**config.mk**
```make
export PLATFORM = sky130hd
export DESIGN_NAME = if_stage
export DESIGN_NICKNAME = d
export VERILOG_FILES = /design/src/rtl/if_stage_pkg.sv /design/src/rtl/if_stage.sv
export SDC_FILE = /design/constraint.sdc
export NUM_CORES = 1
export LEC_CHECK = 0
export ABC_AREA = 1
export BUFFER_PORTS_ARGS = -buffer_cell sky130_fd_sc_hd__buf_2
export CAP_MARGIN = 20
export CORE_MARGIN = 4
export CORE_UTILIZATION = 51
export CTS_BUF_LIST = sky130_fd_sc_hd__clkbuf_16
export DETAILED_ROUTE_END_ITERATION = 7
export HOLD_SLACK_MARGIN = 0.03
export PLACE_DENSITY = 0.77
export SLEW_MARGIN = 20
export SYNTH_ARGS = -nofsm -noshare
export SYNTH_HDL_FRONTEND = slang
export SYNTH_SLANG_ARGS = --single-unit
```
**constraint.sdc**
```tcl
create_clock -name clk -period 1.8 [get_ports clk]
set_input_delay 0.09 -clock clk [delete_from_list [all_inputs] [get_ports clk]]
set_output_delay 0.09 -clock clk [all_outputs]
set_load 0.05 [all_outputs]
```
**src/rtl/if_stage_pkg.sv**
```systemverilog
// Shared constants and state encoding for the instruction fetch stage.
package if_stage_pkg;

  localparam int unsigned W_PC_DEF   = 16;
  localparam int unsigned W_INST_DEF = 32;
  localparam logic [15:0] RESET_PC    = 16'h0000;
  localparam logic [31:0] BUBBLE_INST = 32'hFE00_0000;

  // Bubble opcode 7'b1111111 sits in the top bits of the word.
  localparam int unsigned OPC_W   = 7;
  localparam int unsigned OPC_LSB = 25;

  typedef enum logic [1:0] {
    FETCH = 2'd0,
    HOLD  = 2'd1,
    DRAIN = 2'd2
  } state_t;

endpackage

```
**src/rtl/if_stage.sv**
```systemverilog
// Instruction fetch: single-outstanding req/ack to imem, one-entry hold
// buffer for decode stalls, and branch redirect with in-flight discard.
module if_stage
  import if_stage_pkg::*;
#(
  parameter int unsigned W_PC   = W_PC_DEF,
  parameter int unsigned W_INST = W_INST_DEF
) (
  input  logic              clk,
  input  logic              rst,
  output logic              imem_req_o,
  output logic [W_PC-1:0]   imem_addr_o,
  input  logic              imem_ack_i,
  input  logic [W_INST-1:0] imem_data_i,
  input  logic              stall_i,
  input  logic              br_taken_i,
  input  logic [W_PC-1:0]   br_target_i,
  output logic [W_INST-1:0] inst_o,
  output logic [W_PC-1:0]   pc_value_o,
  output logic              valid_o
);

  state_t state, state_nx;
  logic [W_PC-1:0]   fa_r, fa_nx, redir_r, redir_nx, buf_pc, buf_pc_nx, pc_nx;
  logic [W_INST-1:0] buf_inst, buf_inst_nx, inst_nx;
  logic              valid_nx;

  assign imem_req_o  = (state != HOLD);
  assign imem_addr_o = fa_r;

  always_comb begin
    state_nx    = state;
    fa_nx       = fa_r;
    redir_nx    = redir_r;
    buf_inst_nx = buf_inst;
    buf_pc_nx   = buf_pc;
    inst_nx     = inst_o;
    pc_nx       = pc_value_o;
    valid_nx    = valid_o;

    case (state)
      FETCH: begin
        if (br_taken_i) begin
          inst_nx  = W_INST'(BUBBLE_INST);
          valid_nx = 1'b0;
          if (imem_ack_i) begin
            fa_nx = br_target_i;
          end else begin
            redir_nx = br_target_i;
            state_nx = DRAIN;
          end
        end else if (stall_i) begin
          if (imem_ack_i) begin
            buf_inst_nx = imem_data_i;
            buf_pc_nx   = fa_r;
            fa_nx       = fa_r + 1'b1;
            state_nx    = HOLD;
          end
        end else if (imem_ack_i) begin
          inst_nx  = imem_data_i;
          pc_nx    = fa_r;
          valid_nx = 1'b1;
          fa_nx    = fa_r + 1'b1;
        end else begin
          inst_nx  = W_INST'(BUBBLE_INST);
          valid_nx = 1'b0;
        end
      end
      HOLD: begin
        if (br_taken_i) begin
          inst_nx  = W_INST'(BUBBLE_INST);
          valid_nx = 1'b0;
          fa_nx    = br_target_i;
          state_nx = FETCH;
        end else if (!stall_i) begin
          inst_nx  = buf_inst;
          pc_nx    = buf_pc;
          valid_nx = 1'b1;
          state_nx = FETCH;
        end
      end
      DRAIN: begin
        // The discarded request keeps the old address until memory acks it.
        inst_nx  = W_INST'(BUBBLE_INST);
        valid_nx = 1'b0;
        if (br_taken_i) begin
          if (imem_ack_i) begin
            fa_nx    = br_target_i;
            state_nx = FETCH;
          end else begin
            redir_nx = br_target_i;
          end
        end else if (imem_ack_i) begin
          fa_nx    = redir_r;
          state_nx = FETCH;
        end
      end
      default: state_nx = FETCH;
    endcase
  end

  always_ff @(posedge clk or negedge rst) begin
    if (!rst) begin
      state      <= FETCH;
      fa_r       <= W_PC'(RESET_PC);
      redir_r    <= '0;
      buf_inst   <= '0;
      buf_pc     <= '0;
      inst_o     <= W_INST'(BUBBLE_INST);
      pc_value_o <= '0;
      valid_o    <= 1'b0;
    end else begin
      state      <= state_nx;
      fa_r       <= fa_nx;
      redir_r    <= redir_nx;
      buf_inst   <= buf_inst_nx;
      buf_pc     <= buf_pc_nx;
      inst_o     <= inst_nx;
      pc_value_o <= pc_nx;
      valid_o    <= valid_nx;
    end
  end

endmodule

```
; ---- After elaboration in Yosys (flattened, before gate mapping)
; Cells that the tools add are included.
[op_classes]
n_eq_ne = 16
n_bitwise = 2
n_reduce_logical = 10
add_sub_neg = 1
mux = 33
[op_table]
columns = op, n
row1 = 16-bit 2-to-1 mux, 11
row2 = 32-bit 2-to-1 mux, 5
row3 = 32-bit one-hot mux with 3 select lines, 1
row4 = 16-bit one-hot mux with 3 select lines, 1
row5 = 16-bit one-hot mux with 2 select lines, 1
row6 = 3-bit != test (second input constant), 6
row7 = 16-bit by 1-bit adder with 16-bit output (second input constant), 1
row8 = 2-bit 2-to-1 mux, 7
row9 = 2-bit != test (second input constant), 7
row10 = 4-bit AND reduction, 2
row11 = 2-bit one-hot mux with 3 select lines, 1
row12 = 3-bit AND reduction, 2
row13 = 6-bit AND reduction, 1
row14 = 1-bit 2-to-1 mux, 5
row15 = 5-bit AND reduction, 1
row16 = 1-bit one-hot mux with 3 select lines, 1
row17 = 3-bit nonzero test, 1
row18 = 2-bit by 1-bit equality test with 1-bit output (second input constant), 1
row19 = 2-bit equality test (second input constant), 1
row20 = 2-bit zero test, 1
row21 = 2-bit by 1-bit != test with 1-bit output (second input constant), 1
row22 = 1-bit inverter, 2
row23 = 2-bit nonzero test, 1
row24 = 2-bit OR reduction, 1
[word_totals]
output_inout_bits = 66
in_bits = 53
register_bits = 131

; ---- Logic depth before layout (Yosys ltp)
[depth]
ltp_word = 4
ltp_mapped = 10
mapped_depth_nobuf = 10

; ---- Worst setup path before layout
; OpenSTA, ideal clock, no wires.
[synth_path]
path_type = register to register
from = register state[1]
to = register pc_value_o[0]
t_required_ns = 1.723
arrival_time_ns = 1.764
period_less_slack_ns = 1.841
path_slack_ns = -0.041
stages_incl_launch_ff = 8
cell_sequence = dfrtp_1 > inv_1 > ha_1 > inv_1 > buf_2 > clkbuf_1 > o21ai_0 > a21oi_1
[synth_between]
elab_chain_len = 3
elab_cells_between_ends = 10
cone_classes = eq/ne (6) / mux (1) / reduce/logical (3)
[synth_lines]
columns = element, line
row1 = "start, declared", if_stage.sv:23  ; state_t state, state_nx;
row2 = "start signal, assigned", if_stage.sv:113  ; state <= state_nx;
row3 = 2-bit by 1-bit equality test with 1-bit output or 2-bit zero test (tied branches), if_stage.sv:41  ; case (state)
row4 = 2-bit != test (no line) or 2-bit nonzero test (tied branches), -
row5 = 6-bit AND reduction (no line), -
row6 = "end signal, assigned", if_stage.sv:119  ; pc_value_o <= pc_nx;
row7 = "end, declared", if_stage.sv:19  ; output logic [W_PC-1:0] pc_value_o,
; Parallel ways exist; a longest one is shown, timed or not.
; A chain may end at the register's enable or synchronous reset.

; ---- Worst setup path in the final report
[layout_path]
from = register state[0]
to = output imem_req_o
[layout_between]
elab_chain_len = 1
[layout_lines]
columns = element, line
row1 = 2-bit by 1-bit != test with 1-bit output, if_stage.sv:28  ; assign imem_req_o = (state != HOLD);
row2 = "end, declared", if_stage.sv:11  ; output logic imem_req_o,
; Every way passes these cells.

==> flow_metrics.env <==
export IMPL_synth_area_per_cell_sq_um=7.62
export IMPL_worstSkewPairLatency_ns=0.42
export IMPL_rr_worst_depth=7
export IMPL_mostFrequentLayoutCell="nand2_1"
export IMPL_ys_types=29
export IMPL_drt_iter0_markers=671
export IMPL_grt_pass1_wl_mm=29.3
export IMPL_htree_levels=4
export IMPL_wl_per_cell_microns=14.9
export IMPL_cap_viol_max_count=0
export IMPL_critPathMaxFanout=33
export IMPL_yosys_warnings=0
export IMPL_period_needed_ns=1.73
export IMPL_relSlewSlack=0.772
export IMPL_gp_congestion=0.907
export IMPL_power_density_mw_per_mm2=2010
export IMPL_drive_gt1_frac=0.193
export IMPL_track_usage=0.248
export IMPL_dr_pass1_iters=6
export IMPL_initial_core_util=0.523
export IMPL_ys_ff_latch=131
export IMPL_crit_path_end_kind="primary output"
export IMPL_skew_ns=0.00534
export IMPL_cp_start_kind="register"
export IMPL_worst_ep_arrival_time_ns=1.64
export IMPL_dp_slack_ns=0.123
export IMPL_num_antenna_cells=0
export IMPL_core_area_sq_mm=0.0127
export IMPL_cts_buffers=17
export IMPL_final_nets=1101
export IMPL_io_buffers=118
export IMPL_max_freq_mhz=578
export IMPL_area_delta_synth_final_pct=29.3
export IMPL_grt_max_degree=67
export IMPL_die_y_microns=122
export IMPL_num_rows=41
export IMPL_netlist_area_leader_share=0.466
export IMPL_antenna_found_initial=0
export IMPL_final_util=0.677
export IMPL_overflow=0
export IMPL_ir_worst_vdd_mv=0.997
export IMPL_finalHoldViolCount=0
export IMPL_cts_max_path_buffers=2
export IMPL_vias=6605
export IMPL_netlist_area_sq_mm=0.00666
export IMPL_reg2reg_slack_ns=0.08
export IMPL_postRouteAntennaNets=0
export IMPL_rsz0062_at_grt="true"
export IMPL_crit_type="register to primary output"
export IMPL_cts_root_buffer_cell="clkbuf_16"
export IMPL_wl_mm=18.3
export IMPL_dieArea_sq_mm=0.0149
export IMPL_synth_area_leaders="dfrtp_1 (47%), nand2_1 (16%), o21ai_0 (5.3%), nand3_1 (4.7%), nor2_1 (4.5%)"
export IMPL_layout_setup_ws_ns=0.0709
export IMPL_status="finished clean"
export IMPL_required_ns=1.71
export IMPL_hold_path_class="input port to async pin"
export IMPL_seq_area_frac_synth=0.494
export IMPL_cts_tree="built"
export IMPL_syn_inst=873
export IMPL_via_per_inst=5.38
export IMPL_setup_viol=0
export IMPL_p_leak_nw=4.32
export IMPL_die_w_microns=122
export IMPL_pin_count=119
export IMPL_r2r_end="inst_o[21]"
export IMPL_synth_top_area_cell="dfrtp_1"
export IMPL_drc=0
export IMPL_cts_sink_count=131
export IMPL_mostFrequentLayoutCells="nand2_1 (285), dfrtp_1 (124), buf_2 (116)"
export IMPL_tightest_slew_ns=0.342
export IMPL_drv_slew=0
export IMPL_dpl_hpwl_mm=12.0
export IMPL_setup_tns_final_ns=0
export IMPL_grt_pass1_vias=5902
export IMPL_reg2reg_from="state[1]"
export IMPL_fill_cells=1072
export IMPL_fin_crit_sh=0.961
export IMPL_synth_nets=931
export IMPL_path_clk_slew_ns=0.06
==> metrics by stage <==
step / hold slack (ns) / std cells / power, W / area (sq um)
after global placement: 0.00830 / 1147 / 0.0138 / 7560
final: 0.118 / 1228 / 0.0173 / 8610
after CTS: 0.102 / 1228 / 0.0172 / 8600
after global routing: 0.154 / 1228 / 0.0185 / 8610
after detailed placement: 0.00748 / 1147 / 0.0140 / 7560
after floorplan: -0.206 / 873 / 0.0116 / 6660
==> where the power goes <==
part	switching (W)	leakage, nW	total (W)	internal (W)
clock network	0.00128	0.252	0.00302	0.00174
registers	0.000899	1.60	0.00533	0.00443
logic	0.00629	2.46	0.00895	0.00265
total	0.00847	4.32	0.0173	0.00882
==> layer usage <==
| metal | share of wire | up-vias | GRT usage |
|---|---|---|---|
| li1 | - | 3186 | - |
| met1 | 0.44 | 3028 | 0.357 |
| met2 | 0.45 | 334 | 0.366 |
| met3 | 0.073 | 57 | 0.0465 |
| met4 | 0.036 | 0 | 0.111 |
| met5 | 0 | - | 0 |
==> registers in the layout, summed over array words and instances (netlist names) <==
name         cells
buf_pc          16
buf_inst        32
valid_o          1
redir_r         16
pc_value_o      16
inst_o          32
imem_addr_o     16
state            2
==> cells by family (layout without fill, tap and decap cells) <==
family | count (synthesis) | in the layout | synth area share
AOI/OAI and AO/OA | 181 | 181 | 0.151
adders and majority gates | 5 | 5 | 0.00940
buffers and inverters | 114 | 297 | 0.0731
DFF | 131 | 131 | 0.494
muxes | 5 | 5 | 0.00846
and+or+nand+nor | 437 | 437 | 0.264
==> what timing repair did <==
item	4_1_cts	5_1_grt
endpoints found under the setup margin	1	14
endpoints found under the hold margin	204	0
resized for setup	6	5
buffers inserted	0	0
hold buffers	49	0
==> worst max-delay path: stages, from the launching register on <==
cell	delay [ns]
dfrtp_1	0.37
buf_4	0.16
ha_1	0.24
inv_2	0.11
buf_12	0.18
buf_8	0.16
==> worst max path at each step <==
| stage | startpoint | depth (start not counted) | end |
|---|---|---|---|
| final | state[0] | 5 | imem_req_o |
| after global routing | state[1] | 8 | imem_addr_o[7] |
| after CTS | state[0] | 5 | imem_req_o |
| after detailed placement | state[1] | 8 | imem_addr_o[6] |
| after global placement | state[0] | 8 | state[1] |
| after floorplan | imem_addr_o[1] | 8 | imem_addr_o[10] |
==> cell type report <==
| cell class | count | area (sq um) | area share |
|---|---|---|---|
| inverter | 66 | 251 | 0.0292 |
| clock inverter | 15 | 97.6 | 0.0113 |
| clock buffer | 17 | 425 | 0.0494 |
| multi-input combinational | 628 | 2900 | 0.336 |
| sequential | 131 | 3290 | 0.382 |
| timing repair buffer | 199 | 1440 | 0.167 |
| tap | 172 | 215 | 0.0250 |
==> cell usage after synthesis <==
library cell / number
nand2_2: 3
nand4_1: 2
clkbuf_1: 19
nor2_1: 79
ha_1: 5
buf_2: 20
nor3_2: 1
dfstp_2: 7
nand3_2: 1
clkinv_1: 2
nor2_4: 2
a211oi_4: 1
nand3_1: 62
buf_4: 9
o21ai_1: 9
o211ai_1: 2
a22oi_1: 3
mux2_1: 5
dfrtp_1: 124
a21oi_1: 58
o21ai_0: 71
inv_1: 60
a21boi_0: 3
nand2_1: 286
o21ai_2: 1
o221ai_1: 7
a31oi_1: 26
inv_2: 4
or2_2: 1
No activity file was read; power rests on OpenSTA's default activity.
